[src/rtl/alu_arbiter.sv]
// ============================================================================
// Module   : alu_arbiter
// Purpose  : Shares one registered ALU among NUM_REQ requesters. Round-robin
//            arbitration by default; define ALU_ARB_FIXED_PRIO_EN for fixed
//            lowest-index priority.
// Revision : 1.0 - initial release
// ============================================================================
`default_nettype none

module alu_arbiter #(
  parameter int N       = 12,
  parameter int NUM_REQ = 4
) (
  input  logic                   clk,
  input  logic                   rst,
  input  logic [NUM_REQ-1:0]     req_i,
  input  logic [3*NUM_REQ-1:0]   req_op_i,
  input  logic [N*NUM_REQ-1:0]   req_a_i,
  input  logic [N*NUM_REQ-1:0]   req_b_i,
  output logic [NUM_REQ-1:0]     gnt_o,
  output logic [NUM_REQ-1:0]     rsp_valid_o,
  output logic [N-1:0]           rsp_data_o,
  output logic                   rsp_z_o,
  output logic                   rsp_err_o,
  output logic                   busy_o,
  output logic [2:0]             alu_op_o,
  output logic [N-1:0]           alu_in1_o,
  output logic [N-1:0]           alu_in2_o,
  input  logic [N-1:0]           alu_out_i,
  input  logic [15:0]            alu_z_i
);

  localparam int IW = $clog2(NUM_REQ);

  localparam logic [1:0] S_IDLE = 2'd0;
  localparam logic [1:0] S_EXEC = 2'd1;
  localparam logic [1:0] S_HOLD = 2'd2;
  localparam logic [1:0] S_ZCAP = 2'd3;

  logic [1:0]         state_q, state_d;
  logic [IW-1:0]      win_q;
  logic               err_q;
  logic [NUM_REQ-1:0] gnt_q, rsp_valid_q;
  logic [N-1:0]       rsp_data_q;
  logic               rsp_z_q, rsp_err_q;
  logic [2:0]         alu_op_q;
  logic [N-1:0]       alu_in1_q, alu_in2_q;

  logic [IW-1:0]      start;
  logic [IW-1:0]      pick;
  logic               found;
  logic [2:0]         sel_op;
  logic [N-1:0]       sel_a, sel_b;
  logic               op_legal;
  logic               unused_z;

  assign unused_z = ^alu_z_i[15:1];

`ifdef ALU_ARB_FIXED_PRIO_EN
  // Searching from the last index makes index 0 the first candidate every time.
  assign start = IW'(NUM_REQ - 1);
`else
  logic [IW-1:0] ptr_q;

  assign start = ptr_q;

  always_ff @(posedge clk or posedge rst) begin
    if (rst) begin
      ptr_q <= IW'(NUM_REQ - 1);
    end else if (state_q == S_IDLE && found) begin
      ptr_q <= pick;
    end
  end
`endif

  // Cyclic search starting one past the pointer; first requester found wins.
  always_comb begin : arb_search
    logic [IW-1:0] cand;
    found = 1'b0;
    pick  = '0;
    cand  = start;
    for (int k = 0; k < NUM_REQ; k++) begin
      if (cand == IW'(NUM_REQ - 1)) cand = '0;
      else                          cand = cand + 1'b1;
      if (!found && req_i[cand]) begin
        found = 1'b1;
        pick  = cand;
      end
    end
  end

  always_comb begin
    sel_op = '0;
    sel_a  = '0;
    sel_b  = '0;
    for (int i = 0; i < NUM_REQ; i++) begin
      if (pick == IW'(i)) begin
        sel_op = req_op_i[3*i +: 3];
        sel_a  = req_a_i[N*i +: N];
        sel_b  = req_b_i[N*i +: N];
      end
    end
  end

  assign op_legal = (sel_op >= 3'd1) && (sel_op <= 3'd4);

  always_comb begin
    state_d = state_q;
    case (state_q)
      S_IDLE:  if (found) state_d = S_EXEC;
      S_EXEC:  state_d = S_HOLD;
      S_HOLD:  state_d = S_ZCAP;
      S_ZCAP:  state_d = S_IDLE;
      default: state_d = S_IDLE;
    endcase
  end

  always_ff @(posedge clk or posedge rst) begin
    if (rst) begin
      state_q     <= S_IDLE;
      win_q       <= '0;
      err_q       <= 1'b0;
      gnt_q       <= '0;
      rsp_valid_q <= '0;
      rsp_data_q  <= '0;
      rsp_z_q     <= 1'b0;
      rsp_err_q   <= 1'b0;
      alu_op_q    <= '0;
      alu_in1_q   <= '0;
      alu_in2_q   <= '0;
    end else begin
      state_q     <= state_d;
      gnt_q       <= '0;
      rsp_valid_q <= '0;
      case (state_q)
        S_IDLE: begin
          if (found) begin
            gnt_q     <= NUM_REQ'(1) << pick;
            win_q     <= pick;
            err_q     <= !op_legal;
            alu_op_q  <= op_legal ? sel_op : 3'd0;
            alu_in1_q <= sel_a;
            alu_in2_q <= sel_b;
          end
        end
        S_EXEC: alu_op_q <= 3'd0;
        S_ZCAP: begin
          // Illegal ops never reached the ALU, so its outputs are stale here.
          rsp_valid_q <= NUM_REQ'(1) << win_q;
          rsp_data_q  <= err_q ? '0 : alu_out_i;
          rsp_z_q     <= err_q ? 1'b0 : alu_z_i[0];
          rsp_err_q   <= err_q;
        end
        default: ;
      endcase
    end
  end

  assign gnt_o       = gnt_q;
  assign rsp_valid_o = rsp_valid_q;
  assign rsp_data_o  = rsp_data_q;
  assign rsp_z_o     = rsp_z_q;
  assign rsp_err_o   = rsp_err_q;
  assign busy_o      = (state_q != S_IDLE);
  assign alu_op_o    = alu_op_q;
  assign alu_in1_o   = alu_in1_q;
  assign alu_in2_o   = alu_in2_q;

endmodule

`default_nettype wire

[config.mk]
export PLATFORM = sky130hd
export DESIGN_NAME = alu_arbiter
export DESIGN_NICKNAME = d
export VERILOG_FILES = /design/src/rtl/alu_arbiter.sv
export SDC_FILE = /design/constraint.sdc
export NUM_CORES = 1
export LEC_CHECK = 0
export CELL_PAD_IN_SITES_DETAIL_PLACEMENT = 1
export CELL_PAD_IN_SITES_GLOBAL_PLACEMENT = 1
export CORE_MARGIN = 5
export CORE_UTILIZATION = 24
export DETAILED_ROUTE_END_ITERATION = 10
export PLACE_DENSITY_LB_ADDON = 0.12
export SLEW_MARGIN = 30
export SYNTH_ARGS = -nofsm -noshare
export SYNTH_HDL_FRONTEND = slang
export SYNTH_SLANG_ARGS = --single-unit
[constraint.sdc]
create_clock -name clk -period 2.21 [get_ports clk]
set_clock_uncertainty 0.1 [all_clocks]
set_input_delay 0.221 -clock clk [delete_from_list [all_inputs] [get_ports clk]]
set_output_delay 0.221 -clock clk [all_outputs]
set_load 0.01 [all_outputs]
# Word level (Yosys, flattened, before mapping)

Cells that the tools add are included.

Flip-flop bits (word level): 56
Output and inout bits: 50
Word-level logic and storage cells: 92

Multiplexer cells: 42
$add $sub $neg: 4
Equality and inequality tests: 11
Shift operators: 2
Reduce and logical (&&, ||, !) cells: 15
Magnitude comparators: 6

Operators by type and width:

| cell                                                                  | count |
|---|---|
| 12-bit two-way mux                                                    | 9 |
| 2-bit two-way mux                                                     | 9 |
| 3-bit two-way mux                                                     | 6 |
| 2-bit equality test, second input constant                            | 8 |
| 2-bit by 3-bit < comparator with 1-bit output, second input constant  | 4 |
| 4-bit two-way mux                                                     | 3 |
| 1-bit two-way mux                                                     | 9 |
| 2-bit by 1-bit adder with 2-bit output, second input constant         | 4 |
| 1-bit binary-select mux with 2-bit select                             | 4 |
| 2-bit case mux with 4 select lines                                    | 1 |
| 1-bit by 2-bit left shift with 4-bit output, first input constant     | 2 |
| 3-bit case mux with 2 select lines                                    | 1 |
| 1-bit logical AND                                                     | 5 |
| 2-bit by 1-bit equality test with 1-bit output, second input constant | 2 |
| 1-bit logical NOT                                                     | 4 |
| 2-bit logical NOT                                                     | 2 |
| 2-bit AND reduction                                                   | 2 |
| 2-bit nonzero test                                                    | 2 |
| 3-bit by 1-bit >= comparator with 1-bit output, second input constant | 1 |
| 3-bit <= comparator, second input constant                            | 1 |
| 2-bit inequality test, second input constant                          | 1 |

# Depth between registers and ports, before layout

Depth after elaboration: 24
Depth in mapped cells: 9

# Worst setup path after synthesis

OpenSTA, ideal clock, no wires.

Path type: reg2reg
From: reg ptr_q[0]
To: reg alu_op_q[2], in the netlist alu_op_o[2]
Stages on the path, launching flop included: 8
Setup time: 0.104 ns
Period minus slack after synthesis: 2.428 ns
Path slack: -0.218 ns
Buffers on the path: 1
Arrival: 2.224 ns
Cells stage by stage: dfstp_2 > ha_1 > nor4b_1 > or4_4 > buf_6 > o31ai_4 > o32ai_4 > o41ai_2

Word-level cells in the longest chain between the ends: 24
Elaborated cells between the ends (all ways): 50
Those cells by class: 4 x add/sub; 2 x order compare; 8 x eq/ne; 27 x mux; 9 x reduce/logical

RTL lines:

| what                                                                                            | RTL line | text |
|---|---|---|
| from (decl)                                                                                     | 63       | `logic [IW-1:0] ptr_q;` |
| from (signal assigned)                                                                          | 69       | `ptr_q <= IW'(NUM_REQ - 1);` |
| from (signal assigned)                                                                          | 71       | `ptr_q <= pick;` |
| 2-bit by 1-bit adder with 2-bit output or 2-bit equality test (tied branches)                   | 84, 83   |  |
| 2-bit two-way mux *                                                                             | 83       | `if (cand == IW'(NUM_REQ - 1)) cand = '0;` |
| parallel branches: the longest is 22 deep, another holds 2-bit by 1-bit adder with 2-bit output | -        |  |
| to (signal assigned)                                                                            | 141      | `alu_op_q <= op_legal ? sel_op : 3'd0;` |
| to (decl)                                                                                       | 46       | `logic [2:0] alu_op_q;` |

Mark *: on every way between the ends. The select of a mux whose other input is x is not followed.
A chain may end at the register's enable or synchronous reset.

# Final worst setup path

Same ends and word-level chain as after synthesis.

==> flow_summary.toml <==
[logic_synthesis]
synth_area_mm2 = 0.003221
ys_seq_area_share_pct = 43.59
synth_cell_type_count = 41
synthCells = 326
syn_avg_cell_area_um2 = 9.879
syn_nets = 473
synth_warnings = 0
ys_seq_elements = 56

[hold_path]
hp-class = "in -> async"

[finish]
areaGrowthSynthToFinish_pct = 95.10
multi_input_area_mm2 = 0.002118
fill_cells = 1413
seq_area_mm2 = 0.001404
drive_above_1_share_pct = 24.62
design_area_mm2 = 0.006284
insertedDiodeCount = 0
nets = 678

[detailed_routing]
drt_first_pass_iters = 4
route.detailed.drc = 0
num_vias = 3371
ant_nets = 0
avgRoutedWirePerCell_um = 19.47
drt-total-wl_um = 13780
viasPerCell = 4.761
first_iter_violations = 172

[global_routing]
grt_pass1_vias = 3754
grt_pass1_wl_um = 21250
grt_util_met3_pct = 4.107
grt_use_met2_pct = 27.91
antenna_found_initial = 0
grt-busiest-layer = "met2"
grt_use_total_pct = 16.74
grt_overflow_total = 0
globalRouteMet1Util_pct = 21.91
grt_start_max_net_pins = 57

[worst_setup_path]
critPathCaptureType = "flop"
criticalPathCategory = "reg -> reg"
cp.required_ps = 2310
arrival_ps = 2480
cp-start-kind = "flop"
worstPathMaxFanout = 5

[timing]
max_freq_mhz = 419.8
hold_violations = 0
worst_pin_slew_ps = 576.4
worst_slack_ps = -171.8
slew_headroom_pct = 61.40
fin_hold_ws_ps = 215.1
rsz0062_at_grt = "yes"
setup_violations = 28
fin_crit_ps = 2382
fin_crit_sh_pct = 107.8
final_max_slew_viol_count = 0

[placement]
portBuffers = 176
dpl.hpwl_um = 9463
postPlaceCellArea_mm2 = 0.005400
place_congestion = 0.7624

[pwr]
p_leak_nw = 2.597
cellPowerDensity_mw_per_mm2 = 1403
peakVddDrop_mv = 0.4485

[clock_tree]
clkTransAtPathRegs_ps = 80
htreeDepth = 2
hold_buffers = 0
cts.sinks = 56
clk_latency_ps = 290
cts-root-buf = "clkbuf_16"
cts_buffers = 5
cts_tree = "built"
cts_buffer_depth = 2

[outcome]
status = "finished, violations left"
violations = "negative setup slack"

[floorplanning]
dieArea_mm2 = 0.01584
die_y_um = 125.8
die_width_um = 125.8
start_util_pct = 24.42
ioPinCount = 192
coreArea_mm2 = 0.01319
row_count = 42

[flow_run]
cap_violations = 0
## timing repair
| action | 4_1_cts | 5_1_grt |
|---|---|---|
| setup buffers | 8 | 3 |
| setup endpoints to repair | 29 | 29 |
| cloned | 6 | 2 |
| resized for setup | 60 | 38 |
| pin swaps | 9 | 11 |
## power breakdown
| group | switching (mW) | total [mW] | internal, mW | leakage (nW) |
|---|---|---|---|---|
| Combinational | 2.88 | 6.23 | 3.35 | 1.82 |
| Sequential | 0.270 | 1.78 | 1.50 | 0.703 |
| Clock | 0.386 | 0.810 | 0.423 | 0.0702 |
| Total | 3.54 | 8.82 | 5.28 | 2.60 |
## critical path: stages, from the launching register on
cell and delay [ps]:
dfstp_2 570, ha_4 240, nor4b_4 150, or4_4 570, o31ai_4 240, o32ai_4 130
o41ai_2 280
## synthesized netlist by cell type (all sizes together)
master	count	area (um^2)
a211oi	48	360.4
a21boi	1	7.510
a21o	24	180.2
a21oi	7	35.03
a31oi	1	6.260
and2	24	150.1
and3	1	6.260
and3b	1	8.760
buf	12	70.07
clkbuf	14	53.80
dfrtp	54	1351
dfstp	2	52.55
ha	5	62.56
inv	19	71.32
mux2	2	22.52
mux2i	30	300.3
nand2	26	97.59
nand2b	3	18.77
nand4	2	12.51
nor2	6	22.52
nor2b	1	6.260
nor3	8	61.31
nor3b	2	15.01
nor4	2	18.77
nor4b	1	8.760
o21ai	23	118.9
o31ai	1	21.27
o32ai	1	27.53
o41ai	1	16.27
or3	1	6.260
or4	1	11.26
or4b	1	10.01
xnor2	1	8.760
## flip-flops by register name (all words and copies together) (netlist names)
register / count
state_q: 2
alu_op_o: 3
rsp_z_o: 1
ptr_q: 2
rsp_err_o: 1
win_q: 2
alu_in2_o: 12
gnt_o: 4
rsp_valid_o: 4
err_q: 1
rsp_data_o: 12
alu_in1_o: 12
## routing by layer
layer / wire length [um] / share of wire (%)
met5: 0 / 0
met2: 6625 / 48
met1: 6051 / 44
met4: 241 / 1.7
met3: 866 / 6.3
## stage by stage
stage / setup slack (ps) / std cells / util, % / TNS (ps) / power [mW]
finish: -171.8 / 708 / 47.64 / -2567 / 8.816
floorplan: -168.8 / 326 / - / -327.7 / 4.313
detailed placement: -343.5 / 681 / 40.94 / -8123 / 6.397
global route: -275.4 / 708 / 47.64 / -4908 / 9.407
global placement: -263.2 / 681 / 40.92 / -5633 / 6.279
CTS: -182.7 / 703 / 45.47 / -2116 / 8.292
## cell families after synthesis
family	after synthesis	synth area share (%)
compound gates	107	24.01
simple gates	80	14.10
flops	56	43.59
buf+inv	45	6.061
mux	32	10.02
fa+ha+maj	5	1.943
xor+xnor	1	0.2720
## cells in the final DEF (no fill, tap or decap), types with 2 or more instances in the layout
cell	netlist	layout
clkdlybuf4s50_1	0	176
dfrtp_1	54	54
a211oi_2	0	26
nand2_1	26	26
a21o_1	24	24
buf_4	0	23
and2_1	24	21
o21ai_0	21	20
inv_1	19	18
mux2i_1	30	17
a211oi_1	48	14
mux2i_4	0	9
buf_6	2	9
a211oi_4	0	8
clkbuf_16	0	7
buf_12	0	7
nor2_1	6	6
a21oi_1	7	6
or3_4	0	4
mux2i_2	0	4
ha_1	5	4
and2_4	0	3
nor3_2	2	3
nor3_1	5	3
buf_16	0	3
nand2b_1	3	2
o21ai_1	1	2
nor3_4	1	2
nand4_1	2	2
dfstp_2	2	2
## cell type report
cell class	instances	share of cell area, %
clock buffers	5	1.991
clock inverters	3	0.3385
inverters	19	1.135
multi-input cells	228	33.71
flip-flops and latches	56	22.34
well taps	176	3.505
repair buffers	221	36.98
## final timing paths
kind	from	to	slack, ps	cells after the start
max reg2reg	ptr_q[0]	alu_op_o[2]	-170	6
min in group clk	alu_out_i[7]	rsp_data_o[7]	380	3
max	ptr_q[0]	alu_op_o[2]	-170	6
min reg2reg	alu_in1_o[2]	alu_in1_o[2]	380	1
min	rst	alu_in2_o[4]	220	3
max in group asynchronous	rst	ptr_q[0]	1510	3
(Power assumes the default switching activity.)
